==> config.mk <==
export PLATFORM = sky130hd
export DESIGN_NAME = mode_control
export DESIGN_NICKNAME = d
export VERILOG_FILES = /design/src/rtl/mode_control.sv
export SDC_FILE = /design/constraint.sdc
export NUM_CORES = 1
export LEC_CHECK = 0
export CAP_MARGIN = 15
export CORE_MARGIN = 2
export CORE_UTILIZATION = 45
export DETAILED_ROUTE_END_ITERATION = 12
export PLACE_DENSITY = 0.76
export SLEW_MARGIN = 20
export SYNTH_ARGS = -nofsm -noshare
export SYNTH_HDL_FRONTEND = slang
export SYNTH_SLANG_ARGS = --single-unit
export TNS_END_PERCENT = 30
==> constraint.sdc <==
create_clock -name clk -period 2.9 [get_ports clk]
set_input_delay 0.435 -clock clk [delete_from_list [all_inputs] [get_ports clk]]
set_output_delay 0.435 -clock clk [all_outputs]
set_load 0.005 [all_outputs]
==> src/rtl/mode_control.sv <==
// mode_control: holds the E16/E8/M/X width-mode flags, decodes operand sizes,
// and runs a truncation handshake with the register file whenever the index
// width narrows.
module mode_control (
  input  logic       clk,
  input  logic       reset,
  input  logic       cmd_valid,
  input  logic [2:0] cmd,
  input  logic [7:0] operand,
  input  logic       carry_in,
  input  logic       overflow_in,
  output logic       ready,
  output logic       done,
  output logic       e16,
  output logic       e8,
  output logic       m,
  output logic       x,
  output logic [2:0] size_m,
  output logic [2:0] size_x,
  output logic       carry_out,
  output logic       overflow_out,
  output logic       carry_we,
  output logic       overflow_we,
  output logic       trunc_req,
  output logic [2:0] trunc_size,
  input  logic       trunc_ack
);

  // One-hot size codes; numeric order follows width, so a plain '<' on the
  // codes tells whether the index width shrank.
  localparam logic [2:0] SIZE_8  = 3'b001;
  localparam logic [2:0] SIZE_16 = 3'b010;
  localparam logic [2:0] SIZE_32 = 3'b100;

  localparam logic [2:0] CMD_REP = 3'd0;
  localparam logic [2:0] CMD_SEP = 3'd1;
  localparam logic [2:0] CMD_PLP = 3'd2;
  localparam logic [2:0] CMD_XCE = 3'd3;
  localparam logic [2:0] CMD_XFE = 3'd4;

  typedef enum logic [1:0] {IDLE, APPLY, TRUNC} state_t;

  state_t     state, state_d;
  logic [2:0] cmd_q;
  logic       op_m_q, op_x_q, c_q, v_q;
  logic       ne16, ne8, nm, nx, narrow;
  logic [2:0] nsize_x;

  // Only the M and X bits of the operand matter here.
  logic unused_operand;
  assign unused_operand = &{1'b0, operand[7:6], operand[3:0]};

  function automatic logic [2:0] dec_m(input logic fe16, input logic fe8, input logic fm);
    if (fm || (fe16 && fe8)) return SIZE_8;
    if (!fe16 && fe8)        return SIZE_32;
    return SIZE_16;
  endfunction

  function automatic logic [2:0] dec_x(input logic fe16, input logic fe8, input logic fx);
    if (fx || (fe16 && fe8)) return SIZE_8;
    if (fe16)                return SIZE_16;
    return SIZE_32;
  endfunction

  assign size_m  = dec_m(e16, e8, m);
  assign size_x  = dec_x(e16, e8, x);
  assign ready   = (state == IDLE);
  assign nsize_x = dec_x(ne16, ne8, nx);

  // State register, command latch, flag registers and handshake outputs.
  always_ff @(posedge clk or negedge reset) begin
    if (!reset) begin
      state      <= IDLE;
      cmd_q      <= 3'd0;
      op_m_q     <= 1'b0;
      op_x_q     <= 1'b0;
      c_q        <= 1'b0;
      v_q        <= 1'b0;
      e16        <= 1'b1;
      e8         <= 1'b1;
      m          <= 1'b1;
      x          <= 1'b1;
      done       <= 1'b0;
      trunc_req  <= 1'b0;
      trunc_size <= 3'd0;
    end else begin
      state <= state_d;
      done  <= ((state == APPLY) && !narrow) || ((state == TRUNC) && trunc_ack);
      if ((state == IDLE) && cmd_valid) begin
        cmd_q  <= cmd;
        op_m_q <= operand[5];
        op_x_q <= operand[4];
        c_q    <= carry_in;
        v_q    <= overflow_in;
      end
      if (state == APPLY) begin
        e16 <= ne16;
        e8  <= ne8;
        m   <= nm;
        x   <= nx;
        if (narrow) begin
          trunc_req  <= 1'b1;
          trunc_size <= nsize_x;
        end
      end
      if ((state == TRUNC) && trunc_ack) trunc_req <= 1'b0;
    end
  end

  // Next-state logic plus the new-flag computation and C/V write-back in APPLY.
  always_comb begin
    state_d      = state;
    ne16         = e16;
    ne8          = e8;
    nm           = m;
    nx           = x;
    carry_out    = 1'b0;
    overflow_out = 1'b0;
    carry_we     = 1'b0;
    overflow_we  = 1'b0;
    narrow       = 1'b0;
    case (state)
      IDLE:  if (cmd_valid) state_d = APPLY;
      APPLY: begin
        case (cmd_q)
          CMD_REP: begin nm = m & ~op_m_q; nx = x & ~op_x_q; end
          CMD_SEP: begin nm = m | op_m_q;  nx = x | op_x_q;  end
          CMD_PLP: begin nm = op_m_q;      nx = op_x_q;      end
          CMD_XCE: begin
            ne16      = c_q;
            carry_out = e16;
            carry_we  = 1'b1;
          end
          CMD_XFE: begin
            ne8          = c_q;
            ne16         = v_q;
            carry_out    = e8;
            overflow_out = e16;
            carry_we     = 1'b1;
            overflow_we  = 1'b1;
          end
          default: ;
        endcase
        // Emulation mode pins both widths to 8 bits.
        if (ne16 && ne8) begin
          nm = 1'b1;
          nx = 1'b1;
        end
        narrow  = (nsize_x < size_x);
        state_d = narrow ? TRUNC : IDLE;
      end
      TRUNC: if (trunc_ack) state_d = IDLE;
      default: state_d = IDLE;
    endcase
  end

endmodule

# Yosys cells after proc, flatten, opt, wreduce, memory -nomap -nowiden
# Cells that the tools add are included.
# W data, S select, Z words.
dict set report word_totals {
  regBits 18
  in_bits 17
  output_inout_bits 20
}
dict set report op_classes {
  n_lt_le_gt_ge 1
  eq_ne 8
  n_mux 48
  bitwise 6
  reduce_logical 23
}
# operator count
set op_table {}
lappend op_table {{$mux W3} 12}
lappend op_table {{$mux W1} 28}
lappend op_table {{$reduce_and A2 Y1} 4}
lappend op_table {{$logic_and A1 B1 Y1} 7}
lappend op_table {{$eq A3 B2 Y1 const B} 2}
lappend op_table {{$mux W2} 3}
lappend op_table {{$pmux W1 S3} 2}
lappend op_table {{$pmux W2 S3} 1}
lappend op_table {{$logic_or A1 B1 Y1} 4}
lappend op_table {{$ne A2 B2 Y1 const B} 2}
lappend op_table {{$pmux W1 S2} 2}
lappend op_table {{$reduce_bool A2 Y1} 2}
lappend op_table {{$reduce_bool A4 Y1} 1}
lappend op_table {{$eq A3 B1 Y1 const B} 1}
lappend op_table {{$eq A3 B3 Y1 const B} 1}
lappend op_table {{$logic_not A3 Y1} 1}
lappend op_table {{$lt A3 B3 Y1} 1}
lappend op_table {{$and A1 B1 Y1} 2}
lappend op_table {{$eq A2 B1 Y1 const B} 1}
lappend op_table {{$eq A2 B2 Y1 const B} 1}
lappend op_table {{$logic_not A1 Y1} 2}
lappend op_table {{$logic_not A2 Y1} 1}
lappend op_table {{$not A1 Y1} 2}
lappend op_table {{$or A1 B1 Y1} 2}
lappend op_table {{$reduce_or A2 Y1} 1}

# Longest topological paths before layout
# Gate-level depths: netlist of the first run.
dict set report logic_depth {
  depth_word 16
  mapped_depth 12
}

# Least setup slack after synthesis of the first run
# OpenSTA, ideal clock, no wires.
dict set report synth_timing {
  path_kind {flip-flop to flip-flop}
  startpoint {reg cmd_q[0]}
  endpoint {reg trunc_size[1]}
  setup_ps 125
  t_arrival_ps 2460
  required_ps 2775
  setup_slack_ps 315
  stages_incl_launch_ff 13
  n_path_buf 1
  synth_period_minus_slack_ps 2585
  path_cell_list {dfrtp_1 -> buf_6 -> nor3b_4 -> mux2i_1 -> a21o_1 -> o21ai_1 -> nor3_1 -> ha_1 -> o21a_1 -> nor3_1 -> nor2b_1 -> a41oi_1 -> a21oi_1}
}
dict set report synth_between {
  elab_chain_cells 12
  word_cells_on_any_way 26
}
# element line_no
set synth_lines {}
lappend synth_lines {{start, declared} 44} ;# logic [2:0] cmd_q;
lappend synth_lines {{start signal, assigned} 90} ;# cmd_q <= cmd;
lappend synth_lines {{$eq A3 B3 Y1 or $eq A3 B2 Y1 (tied branches)} 125} ;# case (cmd_q)
lappend synth_lines {{$pmux W1 S2 or $mux W1 (tied branches)} 125}
lappend synth_lines {{$mux W1} 122} ;# case (state)
lappend synth_lines {{$logic_and A1 B1 Y1} 145} ;# if (ne16 && ne8) begin
lappend synth_lines {{$mux W1} 145}
lappend synth_lines {{$mux W1} 122}
lappend synth_lines {{$logic_or A1 B1 Y1} 60} ;# if (fx || (fe16 && fe8)) return SIZE_8;
lappend synth_lines {{$mux W1} 60}
lappend synth_lines {{$mux W3 (*)} 61} ;# if (fe16) return SIZE_16;
lappend synth_lines {{net nsize_x[1]} 47} ;# logic [2:0] nsize_x;
lappend synth_lines {{$lt A3 B3 Y1} 149} ;# narrow = (nsize_x < size_x);
lappend synth_lines {{$mux W1} 122}
lappend synth_lines {{$reduce_and A2 Y1 (no line)} n/a}
lappend synth_lines {{end signal, assigned} 103} ;# trunc_size <= nsize_x;
lappend synth_lines {{end, declared} 25} ;# output logic [2:0] trunc_size,
# The timed path passes the listed nets; every way through them passes the cells marked *. The select of a mux whose other input is x is not followed.
# A chain may end at the register's enable or synchronous reset.

# Final worst setup path of the first run
# Ends and elaborated chain as after synthesis.

==> results of run 1 <==
==> metrics by stage <==
stage | worst slack (ns) | power, uW | hold slack, ns | util
final | 0.235 | 1640 | 0.508 | 0.624
after global routing | 0.00325 | 1780 | 0.536 | 0.624
after CTS | 0.0914 | 1640 | 0.515 | 0.620
after detailed placement | 0.0114 | 1470 | 0.493 | 0.603
after global placement | 0.0372 | 1440 | 0.474 | 0.603
after floorplan | 0.315 | 1130 | 0.139 | -
==> cell type report <==
class                           instances  share of cell area
Tap cell                               30              0.0247
Inverter                                7              0.0173
Clock buffer                            4              0.0239
Sequential cell                        18               0.303
Multi-Input combinational cell         80               0.409
Timing Repair Buffer                   35               0.223
==> metal layers <==
layer  wire (um)  GRT usage  vias to the layer above
met2        1220      0.327                       23
met4          19     0.0875                        0
met3          94     0.0301                        2
met5           0          0                        -
li1            -          -                      468
met1         985      0.227                      451
==> worst min-delay path by stage <==
stage                                            to
final                         trunc_req$_DFFE_PN0P_
after global routing          trunc_req$_DFFE_PN0P_
after CTS                     trunc_req$_DFFE_PN0P_
after detailed placement      trunc_req$_DFFE_PN0P_
after global placement    trunc_size[0]$_DFFE_PN0P_
after floorplan                     c_q$_DFFE_PN0P_
==> layout by cell type, fill, tap and decap left out, drive strengths merged, types with 2 or more instances in the layout <==
cell,n
a211oi,3
a21o,4
a21oi,5
and2,3
buf,5
clkbuf,4
clkdlybuf4s50,30
dfrtp,14
dfstp,4
ha,2
inv,7
mux2,7
mux2i,2
nand2,3
nand2b,3
nand3,2
nand3b,2
nor2,7
nor2b,2
nor3,3
nor3b,4
o21a,3
o21ai,5
or2,2
or3,2
xnor2,2
==> logic make-up (layout without fill, tap and decap cells) <==
group,Yosys count,count (layout),synth area share
AND/OR/NAND/NOR,40,40,0.226
AO/OA/AOI/OAI,27,27,0.187
flip-flops,18,18,0.401
buffers and inverters,12,46,0.0606
multiplexers,9,9,0.0871
adder cells (fa/ha/maj),2,2,0.0220
XOR/XNOR,2,2,0.0154
==> power groups by stage <==
stage / Sequential [uW] / Combinational [uW] / Clock [uW]
global route: 567 / 1040 / 173
CTS: 532 / 955 / 157
global placement: 529 / 911 / 0
finish: 539 / 947 / 151
floorplan: 473 / 659 / 0
detailed placement: 539 / 934 / 0
==> worst max-delay path: stages, from the launching register on <==
cell and delay (ns):
dfrtp_2 0.51, or3b_1 0.47, o21ai_1 0.18, and2_1 0.17, inv_1 0.08, nor3_1 0.18, ha_1 0.27, o21a_1 0.18
nor2_1 0.16, o21a_1 0.16, a41oi_1 0.12, a21oi_1 0.13
==> what timing repair did <==
action | 4_1_cts | 5_1_grt
pin swaps | 0 | 1
endpoints found under the setup margin | 2 | 4
resized for setup | 1 | 4
==> results.md, run 1 <==
* Postcts setup bufs at 0
* Worst Path Max Fanout at 11
* Arrival time at the worst endpoint at 2.88 ns
* Die area at 0.00294 mm2
* Synthesized area at 0.00113 mm2
* DR WL/cell at 13.3 um
* Cell Int Power at 1010 uW
* Setup_tns at 0 ns
* Leakage at 0.000612 uW
* DRC at 0
* Global-route usage over all layers at 0.189
* Setup violators final at 0
* Rel. slew slack at 0.493
* DP HPWL at 1.89 mm
* Ys async rst share at 1.00
* Synth top area cells: dfrtp_1 31%, dfstp_2 9.3%, mux2_2 6.9%
* CP endpoint kind: register
* Cells after synthesis at 110
* Post-synth top flop: dfrtp_1
* First-pass GRT wire length at 3.94 mm
* Synth warnings at 0
* Most frequent cell after synthesis: dfrtp_1
* Sw frac at 0.384
* Reg-to-Reg End: trunc_size[1]$_DFFE_PN0P_
* Number of global-route vias before repair at 913
* Via Count at 944
* Reg2reg setup slack at 0.24 ns
* Number of flops mapped to enable cells by yosys at 0
* FILL cells at 215
* Root buffer cell: clkbuf_4
* RePlAce Congestion at 0.921
* Placement Cell Area at 0.00147 mm2
* Crit path kind: register to register
* Layout Nets at 164
* Via density at 5.43
* Ant. Diodes at 0
* Clock sink count at 18
* Setup crit end: trunc_size[1]$_DFFE_PN0P_
* Tcrit/Tclk final at 0.919
* Tmin final at 2.66 ns
* Top-Level Pins at 37
* Worst Setup Start Kind: register
* TritonRoute pass-1 iters at 4
* Top-area cell type share of the netlist area at 0.309
* Reg-to-Reg Start: cmd_q[0]$_DFFE_PN0P_
* Largest area contributor in the netlist: dfrtp_1
* CTS tree: built
* Slew @ Worst Pin at 0.758 ns
* Yosys reg bits at 18
* Core Area at 0.00243 mm2
* Cts bufs inserted at 3
* Die Ht at 54.2 um
* Fin cells at 174
* Post-cts hold buffer count at 0
* Syn Area/Cell at 10.3 um2
* Comb pwr share at 0.578
* Seq pwr share at 0.329
* Largest registers: cmd_q: 3 flops, trunc_size: 3 flops, state: 2 flops
* IR Drop Worst-Case VDD at 0.000605 V
* DRT iter0 DRCs at 6
* Worst Reg-to-Reg Cells at 11
* Clock Skews at 0.00648 ns
* WL final at 2.32 mm
* Class of the worst hold path: register to register
* Unique masters post-synth at 45
* Max clock buf depth at 2
* Largest net degree at the start of global routing at 19
* Clk slew on worst S/H paths at 0.10 ns
* Layout cells sized above 1 at 0.250
* Post-route ant nets at 0
* Clock Latency Late Sink at 0.29 ns
* Area of the multi-input gates at 621 um2
* Congestion Overflow GR at 0
* Clock power share at 0.092
* Max_cap viols at 0
* Area Overhead vs Synth at 33.7%
* Antenna violations before repair at 0
* Placed insts at 170
* Sequential element share of the synthesized area at 0.401
* Initial Utilization at 0.467
* Hold depth at 1
* Final Hold Vio Count at 0
* Status: complete, no violations
* Req. time, crit path at 3.12 ns
* Std cell rows at 18
* Slew Limit Fails at 0
* Net Sw Power at 628 uW
* Syn Nets at 129
* Max frequency at 375 MHz
* I/O Buffers at 30
* RSZ-0062 raised after global routing: false
* FF+latch area at 459 um2
* Pwr per Cell Area at 1080 mW/mm2
* Finished Cell Area at 0.00152 mm2
* Die W at 54.2 um
* Hold wc startpoint: trunc_req$_DFFE_PN0P_
* Most common library cells after synthesis: 14 x dfrtp_1, 7 x inv_1, 7 x mux2_2, 7 x nor2_1
* Worst Setup SP: cmd_q[0]$_DFFE_PN0P_
* H-tree levels at 1
No activity file was read; power rests on OpenSTA's default activity.
==> run 2, diff against run 1 <==
Settings changed: ABC_CLOCK_PERIOD_IN_PS set to 2900, GPL_TIMING_DRIVEN set to 0.
==> run 2 against run 1 <==
  * Combinational power increased by 18%
  * Count of clock-buffer cells in the layout unchanged
  * Clock power increased by 6%
  * Worst hold slack got worse by 0.0042 ns
  * Cell count increased by 1.1%
  * Critical endpoint is now trunc_size[2]$_DFFE_PN0P_
==> results.md, run 2 (synthesis results as in run 1) <==
* Setup WS pre-CTS at -0.0995 ns (-0.111 ns)
* DP HPWL at 1.93 mm (+2.3%)
* Tcrit/Tclk final at 0.977 (+0.0577)
* Congestion Overflow GR at 0 (unchanged)
* Post-route ant nets at 0 (unchanged)
* Clock power share at 0.091 (about the same)
* Antenna violations before repair at 0 (unchanged)
* Initial Utilization at 0.467 (unchanged)
* Largest net degree at the start of global routing at 19 (unchanged)
* Req. time, crit path at 3.13 ns (about the same)
* Worst Setup Start Kind: register
* Max frequency at 353 MHz (-5.9%)
* Placed insts at 170 (unchanged)
* DR WL/cell at 15.0 um (+12%)
* Clock sink count at 18 (unchanged)
* Die area at 0.00294 mm2 (unchanged)
* Area of the multi-input gates at 649 um2 (+4.6%)
* CTS tree: built
* Std cell rows at 18 (unchanged)
* Worst Path Max Fanout at 10 (-1)
* Rel. slew slack at 0.461 (-0.0318)
* Worst path top cell family by delay: compound AO/OA/AOI/OAI gates
* Layout Nets at 166 (+1.2%)
* Root buffer cell: clkbuf_4
* Slew @ Worst Pin at 0.806 ns (+0.0476 ns)
* H-tree levels at 1 (unchanged)
* GR Layer Usage met1 at 0.258 (+0.0306)
* Most common cell after layout, fill and taps aside: clkdlybuf4s50_1
* CP endpoint kind: register
* IR Drop Worst-Case VDD at 0.000716 V (+18%)
* Setup_tns at 0 ns (unchanged)
* Via Count at 1000 (+5.9%)
* DRT iter0 DRCs at 7 (+1)
* I/O Buffers at 30 (unchanged)
* Die W at 54.2 um (unchanged)
* FILL cells at 209 (-2.8%)
* Clock Skews at 0.00149 ns (-0.00500 ns)
* First-pass GRT wire length at 4.28 mm (+8.6%)
* Final hold slack at 0.504 ns (-0.00416 ns)
* CP max stage cell: dfrtp_1
* Cell mode on critical path: o21a_1
* Ant. Diodes at 0 (unchanged)
* Cell Int Power at 1060 uW (+4.7%)
* Slew Limit Fails at 0 (unchanged)
* RePlAce Congestion at 0.883 (-4.1%)
* CP max stage delay at 0.42 ns (-0.09 ns)
* Comb pwr share at 0.632 (+0.054)
* Setup violators final at 0 (unchanged)
* Met3 Track Usage GR at 0.0328 (+0.00273)
* Fin cells at 176 (+1.1%)
* Global-route usage over all layers at 0.203 (+0.0148)
* Arrival time at the worst endpoint at 3.06 ns (+0.18 ns)
* Cts bufs inserted at 3 (unchanged)
* Net Sw Power at 715 uW (+14%)
* Number of global-route vias before repair at 958 (+4.9%)
* DRC at 0 (unchanged)
* Area Overhead vs Synth at 37.9%
* Commonest non-fill, non-tap cells in the layout: 30 x clkdlybuf4s50_1, 14 x dfrtp_1, 7 x inv_1, 7 x nor2_1, 7 x mux2_2
* Overall power at 1770 uW (+8.2%)
* Max_cap viols at 0 (unchanged)
* Layout cells sized above 1 at 0.253 (+0.00342)
* Class of the worst hold path: register to register
* Met2 GRT Util at 0.335 (+0.00803)
* Clock Latency Late Sink at 0.30 ns (about the same)
* Seq pwr share at 0.278 (-0.051)
* TritonRoute pass-1 iters at 4 (unchanged)
* Final WS setup at 0.0680 ns (-0.167 ns)
* Leakage at 0.000628 uW (+2.6%)
* Clk slew on worst S/H paths at 0.11 ns (about the same)
* Crit-path cells: buf_6 -> nor3b_4 -> mux2i_2 -> a21o_1 -> o21ai_1 -> nor3_1 -> ha_1 -> o21a_1 -> nor2_1 -> o21a_1 -> nand3_1 -> o2bb2ai_1
* Max clock buf depth at 2 (unchanged)
* Die Ht at 54.2 um (unchanged)
* WP buf/inv at 1 (unchanged)
* Status: complete, no violations
* Tmin final at 2.83 ns (+0.167 ns)
* Sw frac at 0.403 (+0.0198)
* Final Hold Vio Count at 0 (unchanged)
* GR peak layer: met2
* Top-Level Pins at 37 (unchanged)
* Pwr per Cell Area at 1130 mW/mm2 (+4.9%)
* RSZ-0062 raised after global routing: true
* Crit path kind: register to register
* WL final at 2.64 mm (+14%)
* Core Area at 0.00243 mm2 (unchanged)
* FF+latch area at 455 um2 (-0.82%)
* Largest registers: cmd_q: 3 flops, trunc_size: 3 flops, state: 2 flops
* Via density at 5.68 (+4.7%)
run 2: cell count changes in the layout (fill, tap and decap cells not counted), moves of 3 or more:
cell / delta
buf_4: -3
dfrtp_2: -3
dfrtp_1: +3
buf_6: +3
run 2: power groups by stage:
stage	clock (uW)	sequential, uW	combinational (uW)
after global routing	173	508	1220
after CTS	162	489	1030
after detailed placement	0	495	1000
after floorplan	0	473	659
after global placement	0	487	970
final	160	492	1120
run 2: per-stage QoR:
stage | cell area (um2) | utilization
3_3_place_gp | 1470 | 0.605
2_1_floorplan | 1130 | -
3_5_place_dp | 1470 | 0.605
4_1_cts | 1520 | 0.624
5_1_grt | 1570 | 0.644
6_report | 1570 | 0.644
run 2: per-layer routing:
layer  wire [um]  vias up
li1            -      470
met1        1130      497
met2        1380       28
met3          92        5
met4          36        0
met5           0        -
run 2: what timing repair did:
action                     CTS  global route
setup endpoints to repair    4             5
hold buffers                 0             0
gates resized for setup      2             7
pin swaps                    0             2
hold endpoints to repair     0             0
buffers inserted             0             2
run 2: worst paths after layout:
check / start / endpoint / slack, ns / cells after the start
setup / recovery: cmd_q[1]$_DFFE_PN0P_ / trunc_size[2]$_DFFE_PN0P_ / 0.07 / 12
hold / removal: trunc_req$_DFFE_PN0P_ / trunc_req$_DFFE_PN0P_ / 0.50 / 1
setup reg to reg: cmd_q[1]$_DFFE_PN0P_ / trunc_size[2]$_DFFE_PN0P_ / 0.07 / 12
hold reg to reg: trunc_req$_DFFE_PN0P_ / trunc_req$_DFFE_PN0P_ / 0.50 / 1
max in group asynchronous: reset / trunc_size[2]$_DFFE_PN0P_ / 1.81 / 1
min in group asynchronous: reset / done$_DFF_PN0_ / 0.59 / 1
run 2: area by class of cell:
cell class,count,share of cell area
multi-input cells,80,0.415
flip-flops and latches,18,0.291
repair buffers,32,0.201
plain buffers,5,0.0288
well taps,30,0.0240
clock buffers,4,0.0232
inverters,7,0.0168
==> run 3, diff against run 2 <==
--- a/config.mk
+++ b/config.mk
@@ -7,2 +7,3 @@
 export LEC_CHECK = 0
+export ABC_AREA = 1
 export ABC_CLOCK_PERIOD_IN_PS = 2900
@@ -10,3 +11,3 @@
 export CORE_MARGIN = 2
-export CORE_UTILIZATION = 45
+export CORE_UTILIZATION = 44
 export DETAILED_ROUTE_END_ITERATION = 12
==> constraint.sdc (replaced) <==
create_clock -name clk -period 2.9 [get_ports clk]
set_input_delay 0.29 -clock clk [delete_from_list [all_inputs] [get_ports clk]]
set_output_delay 0.29 -clock clk [all_outputs]
set_load 0.005 [all_outputs]
==> run 3 against run 2 <==
  * Non-clock buffer count shrank 6
  * Worst setup slack better by 0.44 ns
  * Critical path depth up 2
  * Power fell by 12%
  * Critical endpoint unchanged
==> results.md, run 3 <==
* Synth warnings at 0 (unchanged)
* Std cell rows at 17 (-1)
* Worst Setup Start Kind: register
* Congestion Overflow GR at 0 (unchanged)
* Cts bufs inserted at 3 (unchanged)
* Ant. Diodes at 0 (unchanged)
* DRT iter0 DRCs at 23 (+16)
* Yosys reg bits at 18 (unchanged)
* Setup violators final at 0 (unchanged)
* Reg2reg setup slack at 0.51 ns (+0.44 ns)
* Largest registers: cmd_q: 3 flops, trunc_size: 3 flops, state: 2 flops
* Setup_tns at 0 ns (unchanged)
* Class of the worst hold path: primary input to async pin
* Tcrit/Tclk final at 0.826 (-0.151)
* Clock sink count at 18 (unchanged)
* FF+latch area at 455 um2 (unchanged)
* Worst Setup SP: cmd_q[0]$_DFFE_PN0P_
* Largest net degree at the start of global routing at 19 (unchanged)
* Unique masters post-synth at 27 (-40%)
* Antenna violations before repair at 0 (unchanged)
* FILL cells at 201 (-3.8%)
* Pwr per Cell Area at 1090 mW/mm2 (-4.1%)
* Arrival time at the worst endpoint at 2.58 ns (-0.48 ns)
* DP HPWL at 1.70 mm (-12%)
* Number of global-route vias before repair at 928 (-3.1%)
* Worst Reg-to-Reg Cells at 14 (+2)
* CP endpoint kind: register
* RePlAce Congestion at 0.810 (-8.3%)
* H-tree levels at 1 (unchanged)
* Req. time, crit path at 3.09 ns (-0.04 ns)
* IR Drop Worst-Case VDD at 0.000766 V (+7.1%)
* Slew Limit Fails at 0 (unchanged)
* Overall power at 1550 uW (-12%)
* Commonest non-fill, non-tap cells in the layout: 42 x nand2_1, 30 x clkdlybuf4s50_1, 14 x dfrtp_1
* Leakage at 0.000689 uW (+9.6%)
* Crit path kind: register to register
* Setup crit end: trunc_size[2]$_DFFE_PN0P_
* Layout Nets at 183 (+10%)
* Postcts setup bufs at 0 (unchanged)
* Ys async rst share at 1.00 (unchanged)
* Post_cts resized at 0 (-2)
* Top-Level Pins at 37 (unchanged)
* Reg-to-Reg Start: cmd_q[0]$_DFFE_PN0P_
* Synthesized area at 0.00106 mm2 (-6.7%)
* DRC at 0 (unchanged)
* Initial Utilization at 0.474 (+0.00739)
* Syn Nets at 148 (+15%)
* Clock Skews at 0.00298 ns (+0.00149 ns)
* I/O Buffers at 30 (unchanged)
* Post-cts hold buffer count at 0 (unchanged)
* Reg-to-Reg End: trunc_size[2]$_DFFE_PN0P_
* Synth top area cells: dfrtp_1 33%, nand2_1 15%, dfstp_2 9.9%
* Clock Latency Late Sink at 0.29 ns (about the same)
* Most common cell after layout, fill and taps aside: nand2_1
* Number of flops mapped to enable cells by yosys at 0 (unchanged)
* Area of the multi-input gates at 529 um2 (-18%)
* First-pass GRT wire length at 3.86 mm (-9.8%)
* Max_cap viols at 0 (unchanged)
* Tmin final at 2.39 ns (-0.437 ns)
* Worst Path Max Fanout at 5 (-5)
* Layout cells sized above 1 at 0.184 (-0.0694)
* Die W at 53.1 um (-2.2%)
* Core Area at 0.00223 mm2 (-8.2%)
* Global-route usage over all layers at 0.189 (-0.0144)
* Rel. slew slack at 0.483 (+0.0218)
* Largest area contributor in the netlist: dfrtp_1
* Via Count at 960 (-4.0%)
* RSZ-0062 raised after global routing: false
* WL final at 2.16 mm (-18%)
* Syn Area/Cell at 8.21 um2 (-20%)
* Max clock buf depth at 2 (unchanged)
* Via density at 5.03 (-12%)
* Top-area cell type share of the netlist area at 0.331 (+0.0223)
* Slew @ Worst Pin at 0.773 ns (-0.0327 ns)
* Die Ht at 53.1 um (-2.2%)
* Area Overhead vs Synth at 35.1%
* Most frequent cell after synthesis: nand2_1
* Cells after synthesis at 129 (+17%)
* Root buffer cell: clkbuf_4
* Post-synth top flop: dfrtp_1
* CTS tree: built
* TritonRoute pass-1 iters at 4 (unchanged)
* DR WL/cell at 11.3 um (-25%)
* Die area at 0.00281 mm2 (-4.3%)
* Post-route ant nets at 0 (unchanged)
* Placement Cell Area at 0.00139 mm2 (-5.4%)
* Clk slew on worst S/H paths at 0.10 ns (about the same)
* Sequential element share of the synthesized area at 0.430 (+0.0289)
* Status: complete, no violations
* Most common library cells after synthesis: 42 x nand2_1, 14 x dfrtp_1, 13 x inv_1
* Max frequency at 418 MHz (+18%)
* Final Hold Vio Count at 0 (unchanged)
* Finished Cell Area at 0.00143 mm2 (-8.6%)
[run 3: cell types whose count changed after synthesis, sizes merged, moves of 4 or more]
cell | before | now
mux2 | 7 | 0
nand4 | 1 | 5
nor2 | 7 | 12
nand2 | 3 | 49
nor3b | 4 | 0
o21ai | 5 | 9
inv | 7 | 18
buf | 4 | 0
[run 3: logic make-up after synthesis]
family / share of synthesized area
AO/OA/AOI/OAI: 0.102
buffers and inverters: 0.0697
AND/OR/NAND/NOR: 0.375
adder cells (fa/ha/maj): 0.0236
flip-flops: 0.430
[run 3: worst min-delay path by stage]
stage          depth (start not counted)                      start                        end
6_report                               1                      reset         op_x_q$_DFFE_PN0P_
5_1_grt                                1                      reset         op_x_q$_DFFE_PN0P_
4_1_cts                                1                      reset         op_x_q$_DFFE_PN0P_
3_5_place_dp                           2      trunc_req$_DFFE_PN0P_      trunc_req$_DFFE_PN0P_
3_3_place_gp                           2  trunc_size[2]$_DFFE_PN0P_  trunc_size[2]$_DFFE_PN0P_
2_1_floorplan                          0                      reset            c_q$_DFFE_PN0P_
[run 3: metrics by stage]
stage          worst slack, ns  instances  utilization  hold slack [ns]
6_report                 0.505        191        0.640            0.443
5_1_grt                  0.239        191        0.640            0.510
4_1_cts                  0.518        191        0.640            0.471
3_5_place_dp             0.529        187        0.624            0.470
3_3_place_gp             0.585        187        0.624            0.458
2_1_floorplan            0.763        129            -         -0.00559
[run 3: worst max-delay path, cell delays in order, from the launching register on]
cell	delay, ns
dfrtp_1	0.47
nor2_4	0.19
nand2_4	0.09
o21ai_2	0.11
inv_1	0.06
nand2_2	0.07
nand2_1	0.06
nand2_2	0.10
nand2_1	0.08
nor2_2	0.11
ha_1	0.25
a21oi_1	0.42
nand3_4	0.14
nand2_1	0.09
nand2_1	0.05
[run 3: power breakdown]
group          switching (uW)  internal (uW)  leakage (uW)
Clock                    76.4           76.4     0.0000210
Combinational             485            431      0.000452
Sequential                110            374      0.000216
Total                     671            881      0.000689
[run 3: final cells by class]
cell class	instances	area share
flip-flops and latches	18	0.318
plain buffers	1	0.00262
inverters	18	0.0490
clock buffers	4	0.0254
multi-input cells	92	0.370
repair buffers	30	0.210
well taps	28	0.0245
[run 3: layer usage]
layer	wire length [um]	global-route usage	up-vias
met2	1050	0.296	32
met5	0	0	-
met1	949	0.241	438
met3	117	0.0311	4
met4	38	0.120	0
li1	-	-	486
